==> src/rtl/ahb_pkg.sv <==
// Shared AHB-Lite definitions for the master engine, address decoder and read-data mux.
package ahb_pkg;

  localparam logic [1:0] HTRANS_IDLE   = 2'b00;
  localparam logic [1:0] HTRANS_NONSEQ = 2'b10;
  localparam logic [2:0] HSIZE_WORD    = 3'b010;

  typedef enum logic [1:0] {
    HRESP_OKAY  = 2'b00,
    HRESP_ERROR = 2'b01,
    HRESP_RETRY = 2'b10,
    HRESP_SPLIT = 2'b11
  } hresp_t;

  typedef enum logic [1:0] {
    ST_IDLE = 2'b00,
    ST_ADDR = 2'b01,
    ST_DATA = 2'b10
  } mst_state_t;

endpackage

==> src/rtl/ahb_lite_master.sv <==
// Single-outstanding AHB-Lite master: turns core commands into one NONSEQ transfer each,
// with wait states, two-cycle ERROR, RETRY/SPLIT reissue and a data-phase hang timeout.
module ahb_lite_master
  import ahb_pkg::*;
#(
  parameter int ADDR_W         = 32,
  parameter int DATA_W         = 32,
  parameter int MAX_RETRY      = 3,
  parameter int TIMEOUT_CYCLES = 256
) (
  input  logic              clk,
  input  logic              reset,
  input  logic              cmd_valid,
  output logic              cmd_ready,
  input  logic              cmd_write,
  input  logic [ADDR_W-1:0] cmd_addr,
  input  logic [DATA_W-1:0] cmd_wdata,
  output logic              rsp_valid,
  output logic [DATA_W-1:0] rsp_rdata,
  output logic              rsp_err,
  output logic              rsp_timeout,
  output logic [ADDR_W-1:0] haddr,
  output logic [1:0]        htrans,
  output logic              hwrite,
  output logic [2:0]        hsize,
  output logic [DATA_W-1:0] hwdata,
  input  logic [DATA_W-1:0] hrdata,
  input  logic              hready,
  input  logic [1:0]        hresp
);

  localparam int TO_W = (TIMEOUT_CYCLES > 0) ? $clog2(TIMEOUT_CYCLES + 1) : 1;
  localparam int RC_W = (MAX_RETRY > 0) ? $clog2(MAX_RETRY + 1) : 1;
  // The abort fires on the wait edge that would bring the count up to TIMEOUT_CYCLES.
  localparam logic [TO_W-1:0] TO_LAST = TO_W'((TIMEOUT_CYCLES > 0) ? TIMEOUT_CYCLES - 1 : 0);
  localparam logic [RC_W-1:0] RC_MAX  = RC_W'(MAX_RETRY);

  mst_state_t        state_q;
  logic [ADDR_W-1:0] haddr_q;
  logic [1:0]        htrans_q;
  logic              hwrite_q;
  logic [DATA_W-1:0] hwdata_q;
  logic [DATA_W-1:0] wdata_q;
  logic              rsp_valid_q;
  logic [DATA_W-1:0] rsp_rdata_q;
  logic              rsp_err_q;
  logic              rsp_timeout_q;
  logic [RC_W-1:0]   retry_cnt_q;
  logic [TO_W-1:0]   timeout_cnt_q;
  hresp_t            resp_s;

  assign resp_s = hresp_t'(hresp);

  always_ff @(posedge clk or posedge reset) begin
    if (reset) begin
      state_q       <= ST_IDLE;
      haddr_q       <= '0;
      htrans_q      <= HTRANS_IDLE;
      hwrite_q      <= 1'b0;
      hwdata_q      <= '0;
      wdata_q       <= '0;
      rsp_valid_q   <= 1'b0;
      rsp_rdata_q   <= '0;
      rsp_err_q     <= 1'b0;
      rsp_timeout_q <= 1'b0;
      retry_cnt_q   <= '0;
      timeout_cnt_q <= '0;
    end else begin
      // NOTE: non-blocking default makes rsp_valid a one-cycle pulse; later assignments
      // in this block override it without any ordering hazard between registers.
      rsp_valid_q <= 1'b0;
      case (state_q)
        ST_IDLE: begin
          if (cmd_valid) begin
            haddr_q       <= cmd_addr;
            hwrite_q      <= cmd_write;
            wdata_q       <= cmd_wdata;
            retry_cnt_q   <= '0;
            timeout_cnt_q <= '0;
            htrans_q      <= HTRANS_NONSEQ;
            state_q       <= ST_ADDR;
          end
        end
        ST_ADDR: begin
          htrans_q      <= HTRANS_IDLE;
          hwdata_q      <= hwrite_q ? wdata_q : '0;
          timeout_cnt_q <= '0;
          state_q       <= ST_DATA;
        end
        ST_DATA: begin
          if (hready) begin
            case (resp_s)
              HRESP_OKAY: begin
                rsp_valid_q   <= 1'b1;
                rsp_err_q     <= 1'b0;
                rsp_timeout_q <= 1'b0;
                rsp_rdata_q   <= hwrite_q ? '0 : hrdata;
                state_q       <= ST_IDLE;
              end
              HRESP_ERROR: begin
                rsp_valid_q   <= 1'b1;
                rsp_err_q     <= 1'b1;
                rsp_timeout_q <= 1'b0;
                rsp_rdata_q   <= '0;
                state_q       <= ST_IDLE;
              end
              default: begin
                // RETRY and SPLIT both reissue the same address/data until the budget runs out.
                if (retry_cnt_q < RC_MAX) begin
                  retry_cnt_q   <= retry_cnt_q + 1'b1;
                  timeout_cnt_q <= '0;
                  htrans_q      <= HTRANS_NONSEQ;
                  state_q       <= ST_ADDR;
                end else begin
                  rsp_valid_q   <= 1'b1;
                  rsp_err_q     <= 1'b1;
                  rsp_timeout_q <= 1'b0;
                  rsp_rdata_q   <= '0;
                  state_q       <= ST_IDLE;
                end
              end
            endcase
          end else if ((TIMEOUT_CYCLES > 0) && (timeout_cnt_q == TO_LAST)) begin
            rsp_valid_q   <= 1'b1;
            rsp_err_q     <= 1'b1;
            rsp_timeout_q <= 1'b1;
            rsp_rdata_q   <= '0;
            state_q       <= ST_IDLE;
          end else if (timeout_cnt_q != '1) begin
            timeout_cnt_q <= timeout_cnt_q + 1'b1;
          end
        end
        default: state_q <= ST_IDLE;
      endcase
    end
  end

  assign cmd_ready   = (state_q == ST_IDLE);
  assign haddr       = haddr_q;
  assign htrans      = htrans_q;
  assign hwrite      = hwrite_q;
  assign hsize       = HSIZE_WORD;
  assign hwdata      = hwdata_q;
  assign rsp_valid   = rsp_valid_q;
  assign rsp_rdata   = rsp_rdata_q;
  assign rsp_err     = rsp_err_q;
  assign rsp_timeout = rsp_timeout_q;

endmodule

==> config.mk <==
export PLATFORM = sky130hd
export DESIGN_NAME = ahb_lite_master
export DESIGN_NICKNAME = d
export VERILOG_FILES = /design/src/rtl/ahb_pkg.sv /design/src/rtl/ahb_lite_master.sv
export SDC_FILE = /design/constraint.sdc
export NUM_CORES = 1
export LEC_CHECK = 0
export ABC_AREA = 1
export CAP_MARGIN = 15
export CORE_MARGIN = 4
export CORE_UTILIZATION = 49
export DETAILED_ROUTE_END_ITERATION = 7
export GPL_TIMING_DRIVEN = 1
export PLACE_DENSITY = 0.89
export SYNTH_ARGS = -nofsm -noshare
export SYNTH_HDL_FRONTEND = slang
export SYNTH_SLANG_ARGS = --single-unit
==> constraint.sdc <==
create_clock -name clk -period 10.7 [get_ports clk]
set_input_delay 1.07 -clock clk [delete_from_list [all_inputs] [get_ports clk]]
set_output_delay 1.07 -clock clk [all_outputs]
set_load 0.01 [all_outputs]
After elaboration in Yosys (flattened, before gate mapping)

Index checks and enable logic that the tools add are counted.

Add/subtract/negate cells: 2
Magnitude comparators: 1
Equality and inequality tests: 16
Multiplexer cells: 41
Reductions and logical operators: 13

Operators by type and width:

| cell                | number |
|---|---|
| $mux 32             | 5 |
| $pmux 32 s2         | 1 |
| $mux 9              | 6 |
| $pmux 9 s3          | 1 |
| $mux 2              | 11 |
| $ne 3x3->1 const B  | 6 |
| $mux 1              | 13 |
| $pmux 2 s3          | 2 |
| $reduce_and 5->1    | 2 |
| $add 9x1->9 const B | 1 |
| $eq 9x8->1 const B  | 1 |
| $ne 9x9->1 const B  | 1 |
| $ne 2x2->1 const B  | 4 |
| $reduce_and 3->1    | 2 |
| $reduce_and 6->1    | 1 |
| $eq 2x1->1 const B  | 2 |
| $logic_not 2->1     | 2 |
| $ne 4x2->1 const B  | 1 |
| $pmux 2 s2          | 1 |
| $reduce_and 2->1    | 2 |
| $reduce_bool 2->1   | 2 |
| $reduce_bool 3->1   | 1 |
| $add 2x1->2 const B | 1 |
| $eq 2x2->1 const B  | 1 |
| 3 further kinds     | 3 |

Register bits: 147
Bits of input ports: 103
Output and inout bits: 106
Word-level logic and storage cells: 85

Depth between registers and ports, before layout

Gate-level depths: netlist of the first run.

Depth after elaboration: 5
Mapped depth: 15

Worst setup path after synthesis of the first run

Ideal clock, no wire load.

Path type: input port to flip-flop
Start point: input port cmd_valid
End point: register haddr_q[10] (netlist: haddr[10])
Data arrival time: 1787 ps
Slack: 8788 ps
Stages on the path: 4
Cell sequence: nand2_1 -> buf_4 -> buf_6 -> mux2_4

Cells in the longest elaborated chain, start to end: 1

Ends and longest elaborated chain:

| what                              | RTL line              | source |
|---|---|---|
| start: declaration                | ahb_lite_master.sv:13 | `input logic cmd_valid,` |
| $reduce_and 2->1 (no source line) | -                     |  |
| end signal: assignment            | ahb_lite_master.sv:75 | `haddr_q <= cmd_addr;` |
| end: declaration                  | ahb_lite_master.sv:39 | `logic [ADDR_W-1:0] haddr_q;` |

No other way between the ends.
A chain may end at the register's enable or synchronous reset.

Worst setup path in the final report of the first run

Start point: register hwrite_q (netlist: hwrite)
End point: output port hwrite

RTL lines:

| what                     | RTL line              | source |
|---|---|---|
| start: declaration       | ahb_lite_master.sv:41 | `logic hwrite_q;` |
| start signal: assignment | ahb_lite_master.sv:76 | `hwrite_q <= cmd_write;` |
| end: declaration         | ahb_lite_master.sv:24 | `output logic hwrite,` |

No word-level cell between the ends.

==> metrics, run 1 <==
status completed; first-pass GRT wire length 25.39 mm; xor/xnor share of the synthesized area 0%; largest family of logic cells by synthesized area multiplexers; Hold WS 0.4843 ns; clk_lat worst skew 0.41 ns; WL final 15.36 mm; Power Dens Cells 274.0 nW/um^2; yosys warns 0; die height 120.5 um; GRT Total Usage 21.99%; Seq/Total Area, Yosys 58.94%; Setup-failing EPs final 0; post-DR wirelength/cell 16.57 um; vias in the first global route 5110; leading area contributor after synthesis dfrtp_1; Clock Root Buffer clkbuf_16; Rows 40; drt first pass iters 4; dominant cells by area after synthesis dfrtp_1 59%, nand2_1 11%, mux2_4 9.2%; FMAX 0.3622 GHz; Worst setup SP type flop; Worst-path clk slew 0.06 ns; Syn Area/Cell 11.25 um^2; Post-Syn Area 6198 um^2; TNS Setup 0 ns; CTS Hold Bufs 0; H-tree depth 4; Worst EP required 9.63 ns; Unique masters post-synth 27; Core Box Area 12210 um^2; mux cell area share after synthesis 13.93%; total gr overflow 0; Worst setup EP type output pin; DRT antenna net count 0; final hold viol count 0; DRC Markers 0; critical path data arrival time 1.69 ns; share of the synthesized area in the top cell type 58.94%; Final Util 73.26%; Leak 4.014 nW; Storage cell area 3654 um^2; largest net degree at the start of global routing 78; DP HPWL 10.70 mm; Synth Area in Adders 0.8074%; RSZ-0062 raised after global routing false; share of cells above drive strength 1 18.45%; Synth Area in Compound Gates 8.458%; ant diodes 0; TritonCTS clock tree built; Starting Density 50.76%; setup bufs post-CTS 0; Post-CTS Resized 0; period utilisation layout 25.80%; clk buf depth 2; FILL cells 814; PnR worst setup slack 7.939 ns; num ports 209; via/cell ratio 5.104; I/O Buffers 204; initial antenna violation count 0; peak supply drop 0.1645 mV; pre-CTS setup slack 7.664 ns; area grow syn2layout 44.33%; NumNets Final 853; max_cap viols 0; slew margin rel. 28.40%; cells after synthesis 551; Final min period 2.761 ns; CTS Buf Count 17; clk sinks 146; worst hold path type reg -> reg; Die X 120.5 um; Via Count 4731; Die ar. 14510 um^2; measured slew at the worst slew-check pin 1.074 ns; Routability Congestion 0.8538; Seq cells post-synth 146; Worst Skew 0.01287 ns; Critical Path Fanout Max 34; fin. max-slew vios 0; crit path kind reg -> out; area taken by multi-input logic gates 2282 um^2; 1st-iter DRT viols 225; Post-Synth Simple-Gate Area 13.22%
critical path: stages, from the launching register on:
cell,delay (ns)
dfrtp_1,0.32
buf_4,0.34
clkdlybuf4s50_1,0.63
synthesized netlist by cell type:
cell	count
a21oi_1	3
buf_2	9
buf_4	6
buf_6	7
clkbuf_1	10
conb_1	2
dfrtp_1	146
ha_1	4
inv_1	16
inv_2	2
inv_4	1
mux2_2	26
mux2_4	38
nand2_1	176
nand2_2	2
nand2_8	1
nand3_1	9
nand3_4	1
nor2_1	11
nor2_2	2
nor3_2	1
o21a_1	2
o21ai_0	36
o21ai_1	9
o21ai_2	29
o21bai_1	1
o31ai_1	1
where the power goes:
| part | switching [mW] | leakage (nW) | total (mW) | internal [mW] |
|---|---|---|---|---|
| clock | 0.238 | 0.314 | 0.662 | 0.423 |
| sequential | 0.128 | 1.85 | 0.885 | 0.757 |
| combinational | 0.405 | 1.85 | 0.905 | 0.500 |
per-layer routing:
| metal | routed length, um | track usage [%] |
|---|---|---|
| met2 | 7637 | 37.02 |
| met1 | 6195 | 26.23 |
| met5 | 0 | 0 |
| met3 | 1226 | 7.811 |
| met4 | 305 | 7.649 |
kinds of logic after synthesis:
family,Yosys count
compound gates,81
fa+ha+maj,4
buf+inv,51
flops,146
mux,64
other cells,2
simple gates,203
registers in the layout (all words and copies together), names as in the netlist:
register	count
wdata_q	32
haddr	32
hwrite	1
timeout_cnt_q	9
htrans	1
rsp_valid	1
state_q	2
hwdata	32
rsp_rdata	32
rsp_err	1
rsp_timeout	1
retry_cnt_q	2
cell type report:
class | instances | share of cell area, %
repair buffers | 206 | 22.99
inverters | 19 | 0.8811
multi-input cells | 356 | 25.51
flip-flops and latches | 146 | 40.84
clock buffers | 18 | 4.909
clock inverters | 14 | 2.517
well taps | 168 | 2.350
cells in the final DEF, fill, tap and decap left out:
cell type | netlist | layout
conb_1 | 2 | 4
clkbuf_16 | 0 | 17
nor3_2 | 1 | 1
inv_4 | 1 | 1
mux2_2 | 26 | 26
clkinv_4 | 0 | 3
o21a_1 | 2 | 2
o21ai_2 | 29 | 29
bufinv_16 | 0 | 5
nand2_4 | 0 | 1
mux2_4 | 38 | 38
nand3_1 | 9 | 9
clkbuf_8 | 0 | 1
clkdlybuf4s50_1 | 0 | 204
nand2_2 | 2 | 3
dfrtp_1 | 146 | 146
o21bai_1 | 1 | 1
inv_1 | 16 | 15
ha_1 | 4 | 4
o21ai_1 | 9 | 9
nand3_4 | 1 | 1
o21ai_0 | 36 | 36
nor2_2 | 2 | 2
clkinvlp_4 | 0 | 3
o31ai_1 | 1 | 1
nor2_1 | 11 | 11
inv_2 | 2 | 2
buf_4 | 6 | 2
nand2_1 | 176 | 174
inv_6 | 0 | 4
nand2_8 | 1 | 1
a21oi_1 | 3 | 3
per-stage QoR:
stage	std cells	power [mW]	instance area, um^2
finish	927	2.452	8946
global route	927	2.589	8946
CTS	927	2.472	8946
detailed placement	895	1.795	8282
global placement	895	1.745	8282
floorplan	553	1.379	6206
path summary, 6_finish.rpt:
path / startpoint / endpoint / slack [ns] / depth (start not counted)
hold reg to reg: rsp_rdata[2] / rsp_rdata[2] / 0.48 / 2
min in group asynchronous: reset / rsp_rdata[2] / 1.13 / 2
setup / recovery: hwrite / hwrite / 7.94 / 2
hold / removal: rsp_rdata[2] / rsp_rdata[2] / 0.48 / 2
max in group asynchronous: reset / haddr[21] / 8.19 / 3
setup reg to reg: timeout_cnt_q[0] / rsp_rdata[3] / 8.22 / 12
Power figures use the tool's default switching activity.
==> run 2, diff against run 1 <==
--- a/config.mk
+++ b/config.mk
@@ -8,10 +8,10 @@
 export ABC_AREA = 1
 export CAP_MARGIN = 15
 export CORE_MARGIN = 4
-export CORE_UTILIZATION = 49
+export CORE_UTILIZATION = 46
 export DETAILED_ROUTE_END_ITERATION = 7
 export GPL_TIMING_DRIVEN = 1
-export PLACE_DENSITY = 0.89
+export PLACE_DENSITY = 0.85
 export SYNTH_ARGS = -nofsm -noshare
 export SYNTH_HDL_FRONTEND = slang
 export SYNTH_SLANG_ARGS = --single-unit
==> constraint.sdc (replaced) <==
create_clock -name clk -period 2.6 [get_ports clk]
set_input_delay 0.26 -clock clk [delete_from_list [all_inputs] [get_ports clk]]
set_output_delay 0.26 -clock clk [all_outputs]
set_load 0.01 [all_outputs]
==> run 2 against run 1 <==
Flip-flop and latch count is the same. Design area shrank 0.43%. Hold slack lost 0.079 ns. Routed wire length shrank 5.1%. Register-to-register slack lost 7.7 ns. Sequential power grew to 4.1 times the previous value. Core utilization shrank 6.0 points. Die area grew 6.1%. Critical path depth grew 13. Clock power grew to 3.5 times the previous value. Setup slack lost 7.5 ns. Global-route usage shrank 2.6 points.
==> metrics, run 2 (synthesized netlist as in run 1, its figures left out) <==
area grow syn2layout 43.70%; DRC Markers 0 (unchanged); die height 124.1 um (+3.0%); post-DR wirelength/cell 15.55 um (-6.2%); crit-path max cell delay 0.44 ns (-0.19 ns); Die ar. 15400 um^2 (+6.1%); num ports 209 (unchanged); Starting Density 46.81% (-4.0 points); first-pass GRT wire length 23.00 mm (-9.4%); RSZ-0062 raised after global routing false; measured slew at the worst slew-check pin 1.048 ns (-0.02589 ns); Power Dens Cells 1085 nW/um^2 (+300%); reg-to-reg startpoint timeout_cnt_q[0]; Storage cell area 3654 um^2 (unchanged); CTS Buf Count 17 (unchanged); worst hold path type in -> reg; TNS Setup 0 ns (unchanged); DRT antenna net count 0 (unchanged); max_cap viols 0 (unchanged); critical path data arrival time 2.43 ns (+0.74 ns); FILL cells 962 (+18%); clk buf depth 2 (unchanged); Worst setup EP type flop; Clock Root Buffer clkbuf_16; Post-CTS Resized 0 (unchanged); largest net degree at the start of global routing 147 (+88%); NumNets Final 856 (+0.35%); GRT Total Usage 19.37% (-2.6 points); 1st-iter DRT viols 179 (-20%); fin. max-slew vios 0 (unchanged); commonest non-fill, non-tap cell in the layout clkdlybuf4s50_1; total gr overflow 0 (unchanged); clk sinks 146 (unchanged); vias in the first global route 4654 (-8.9%); clk_lat worst skew 0.42 ns (about the same); CP startpoint timeout_cnt_q[0]; Critical Path Slowest Stage Cell dfrtp_1; drt first pass iters 4 (unchanged); Rows 42 (+5.0%); area taken by multi-input logic gates 2282 um^2 (unchanged); ant diodes 0 (unchanged); period utilisation layout 81.75%; DP HPWL 10.14 mm (-5.3%); WL final 14.59 mm (-5.1%); CP dominant cell by count nand2_1; Setup-failing EPs final 0 (unchanged); FMAX 0.4705 GHz; Critical Path Fanout Max 17 (-50%); Hold Path Origin hrdata[20]; most frequent cells in the layout 204 x clkdlybuf4s50_1, 174 x nand2_1, 146 x dfrtp_1; slew margin rel. 29.88% (+1.5 points); TritonCTS clock tree built; via/cell ratio 4.856 (-4.8%); crit-path cells ha_1 > nand2_1 > inv_1 > nand2_1 > nor2_1 > ha_1 > inv_1 > nand2_2 > nand2_1 > nand2_1 > nand2_1 > nand2_2 > inv_1 > nand2_1 > nand2_1; CTS Hold Bufs 0 (unchanged); Worst-path clk slew 0.06 ns (about the same); Via Count 4555 (-3.7%); worst hold stages 3 (+1); Register-to-Register Path Depth 15 (+3); Routability Congestion 0.8129 (-4.8%); share of cells above drive strength 1 18.50% (+0.059 points); H-tree depth 4 (unchanged); Final min period 2.125 ns; crit path kind reg -> reg; peak supply drop 0.7628 mV (+360%); final hold viol count 0 (unchanged); initial antenna violation count 0 (unchanged); Worst Skew 0.007582 ns (-0.005287 ns); setup bufs post-CTS 0 (unchanged); Worst EP required 2.91 ns (-6.72 ns); total power 9.663 mW (+290%); I/O Buffers 204 (unchanged); Leak 3.988 nW (-0.64%); Core Box Area 13240 um^2 (+8.4%); status completed; Worst setup SP type flop; Die X 124.1 um (+3.0%)
## run 2: cell types whose count changed in the layout (fill, tap and decap cells not counted), moves of 2 or more
cell,before,now
clkbuf_1,0,2
bufinv_16,5,2
inv_6,4,1
buf_12,0,2
clkinvlp_4,3,5
clkinv_2,0,4
## run 2: area by class of cell
| type | instances | share of cell area, % |
|---|---|---|
| repair buffers | 209 | 23.63 |
| clock buffers | 19 | 4.860 |
| inverters | 19 | 0.8709 |
| multi-input cells | 356 | 25.62 |
| clock inverters | 13 | 1.531 |
| flip-flops and latches | 146 | 41.02 |
| well taps | 176 | 2.472 |
## run 2: through the flow
stage | hold WS [ns] | util (%) | std cells | setup WS (ns) | instance area, um^2
floorplan | 0.3544 | - | 553 | 0.5070 | 6210
global placement | 0.4629 | 62.96 | 906 | 0.6561 | 8338
detailed placement | 0.4672 | 62.96 | 906 | 0.5281 | 8338
CTS | 0.3867 | 67.26 | 938 | 0.4938 | 8907
global route | 0.4092 | 67.26 | 938 | 0.2325 | 8907
finish | 0.4056 | 67.26 | 938 | 0.4746 | 8907
## run 2: power by group
| group | total (mW) | switching [mW] | internal (mW) |
|---|---|---|---|
| sequential | 3.61 | 0.495 | 3.12 |
| combinational | 3.71 | 1.64 | 2.06 |
| clock | 2.35 | 0.937 | 1.41 |
## run 2: routing by layer
layer / global-route usage (%) / vias up / part of all wire [%]
li1: - / 2182 / -
met1: 23.21 / 2183 / 40
met2: 31.62 / 169 / 50
met3: 7.493 / 21 / 8.3
met4: 7.461 / 0 / 1.8
met5: 0 / - / 0
## run 2: worst max-delay path: cells and delay by family (launching register included)
kind	cells	cell delay, ns
simple gates	10	0.96
flops	1	0.44
fa+ha+maj	2	0.38
buf+inv	3	0.24
## run 2: final timing paths
check	to	slack (ns)
max	timeout_cnt_q[5]	0.47
min	rsp_rdata[20]	0.41
max reg2reg	timeout_cnt_q[5]	0.47
min reg2reg	rsp_rdata[7]	0.48
max in group asynchronous	timeout_cnt_q[4]	1.64
min in group asynchronous	rsp_rdata[21]	0.45
==> run 3, diff against run 2 <==
==> constraint.sdc (replaced) <==
create_clock -name clk -period 2.09 [get_ports clk]
set_input_delay 0.209 -clock clk [delete_from_list [all_inputs] [get_ports clk]]
set_output_delay 0.209 -clock clk [all_outputs]
set_load 0.01 [all_outputs]
==> run 3 against run 2 <==
Fmax rose by 6.3%. Count of clock-buffer cells in the layout fell by 1. Register-to-register slack got worse by 0.38 ns. Clock skew barely moved. Final cell count rose by 1.1%. Total power rose by 31%. Largest cell class unchanged. Largest power group unchanged.
==> metrics, run 3 (synthesized netlist as in run 1, its figures left out) <==
status completed; 1st-iter DRT viols 191 (+6.7%); crit-path leading delay family simple AND/OR/NAND/NOR gates; post-route cell area 9153 um^2 (+2.8%); sw frac 31.01% (-0.82 points); most frequent cells in the layout 204 x clkdlybuf4s50_1, 173 x nand2_1, 144 x dfrtp_1; Placed Cells 912 (+0.66%); sequential share of power 35.8% (-1.6 points); largest net degree at the start of global routing 46 (-69%); Worst setup SP type flop; drt first pass iters 5 (+1); critical path data arrival time 2.30 ns (-0.13 ns); FMAX 0.5004 GHz (+6.3%); DRT antenna net count 0 (unchanged); WL final 15.36 mm (+5.3%); Critical Path Slowest Stage Cell dfrtp_2; I/O Buffers 204 (unchanged); period utilisation layout 95.62% (+14 points); area taken by multi-input logic gates 2326 um^2 (+1.9%); Worst setup EP type flop; die height 124.1 um (unchanged); pre-CTS setup slack 0.02668 ns (-0.5014 ns); Worst-path clk slew 0.06 ns (about the same); TritonCTS clock tree built; Worst Skew 0.007805 ns (+0.0002222 ns); final hold viol count 0 (unchanged); clk_lat worst skew 0.42 ns (about the same); ant diodes 0 (unchanged); initial antenna violation count 0 (unchanged); clock power share 26.0% (+1.7 points); Power Dens Cells 1382 nW/um^2 (+27%); Core Box Area 13240 um^2 (unchanged); Final Non-Filler Cells 948 (+1.1%); fin. max-slew vios 0 (unchanged); vias in the first global route 4850 (+4.2%); switching power 3.922 mW (+28%); Comb pwr share 38.2% (-0.2 points); TNS Setup 0 ns (unchanged); DRC Markers 0 (unchanged); Die ar. 15400 um^2 (unchanged); DP HPWL 10.53 mm (+3.8%); Critical Path Fanout Max 8 (-9); share of cells above drive strength 1 20.60% (+2.1 points); total gr overflow 0 (unchanged); post-DR wirelength/cell 16.20 um (+4.2%); clk sinks 146 (unchanged); area grow syn2layout 47.66%; crit path kind reg -> reg; WP depth 15 (unchanged); clk buf depth 2 (unchanged); max_cap viols 0 (unchanged); CTS Buf Count 17 (unchanged); via/cell ratio 4.927 (+1.5%); internal power 8.727 mW (+32%); FILL cells 971 (+0.94%); num ports 209 (unchanged); Worst Path Buf+Inv 3 (unchanged); commonest non-fill, non-tap cell in the layout clkdlybuf4s50_1; Final Util 69.11% (+1.9 points); peak supply drop 0.7890 mV (+3.4%); PnR worst setup slack 0.09150 ns (-0.3831 ns); H-tree depth 4 (unchanged); Worst EP required 2.39 ns (-0.52 ns); Register-to-Register Path Depth 15 (unchanged); Hold WS 0.2295 ns (-0.1761 ns); Clock Root Buffer clkbuf_16; measured slew at the worst slew-check pin 0.6326 ns (-0.4155 ns); Routability Congestion 0.8444 (+3.9%); total power 12.65 mW (+31%); worst hold path type in -> async; placed cell area 8433 um^2 (+1.1%); Final min period 1.999 ns (-0.1269 ns); Rows 42 (unchanged); GRT Total Usage 19.95% (+0.58 points); Die X 124.1 um (unchanged); crit-path cells ha_4 > nand2_1 > inv_1 > nand2_1 > nor2_2 > ha_1 > inv_1 > nand2_2 > nand2_1 > nand2_1 > nand2_2 > nand2_4 > buf_4 > nand2_1 > o21ai_1; Starting Density 46.81% (unchanged); Storage cell area 3656 um^2 (about the same); Setup-failing EPs final 0 (unchanged); Via Count 4671 (+2.5%); first-pass GRT wire length 23.71 mm (+3.1%); crit-path max cell delay 0.44 ns (about the same); CP dominant cell by count nand2_1; NumNets Final 867 (+1.3%); slew margin rel. 57.74% (+28 points); Leak 4.118 nW (+3.3%)
==> run 3: final cells by class <==
type	count	share of cell area, %
clock inverter	13	2.269
tap	176	2.406
sequential	146	39.95
multi-input combinational	358	25.41
timing repair buffer	218	24.32
clock buffer	18	4.798
inverter	19	0.8476
==> run 3: repair_timing <==
item | 4_1_cts | 5_1_grt
hold buffers | 0 | 0
setup endpoints to repair | 0 | 43
setup buffers | 0 | 3
resized for setup | 0 | 10
==> run 3: path summary, 6_finish.rpt <==
kind | to | slack (ns) | from
worst max register to register | timeout_cnt_q[7] | 0.09 | timeout_cnt_q[1]
min in group clk | rsp_rdata[28] | 0.36 | hrdata[28]
worst min register to register | rsp_rdata[28] | 0.48 | rsp_rdata[28]
worst min-delay path | hwdata[4] | 0.23 | reset
worst max-delay path | timeout_cnt_q[7] | 0.09 | timeout_cnt_q[1]
max in group asynchronous | timeout_cnt_q[1] | 1.22 | reset
==> run 3: power by group through the flow <==
stage	Combinational, mW	Clock (mW)	Sequential (mW)
after floorplan	2.35	0	4.72
after global placement	4.59	0	4.46
after detailed placement	4.75	0	4.51
after CTS	4.80	3.37	4.52
after global routing	5.24	3.49	4.65
final	4.83	3.29	4.53
==> run 3: layer usage <==
metal / track usage [%] / routed length (um)
met1: 22.96 / 6071
met2: 33.99 / 7861
met3: 8.038 / 1177
met4: 6.502 / 247
met5: 0 / 0
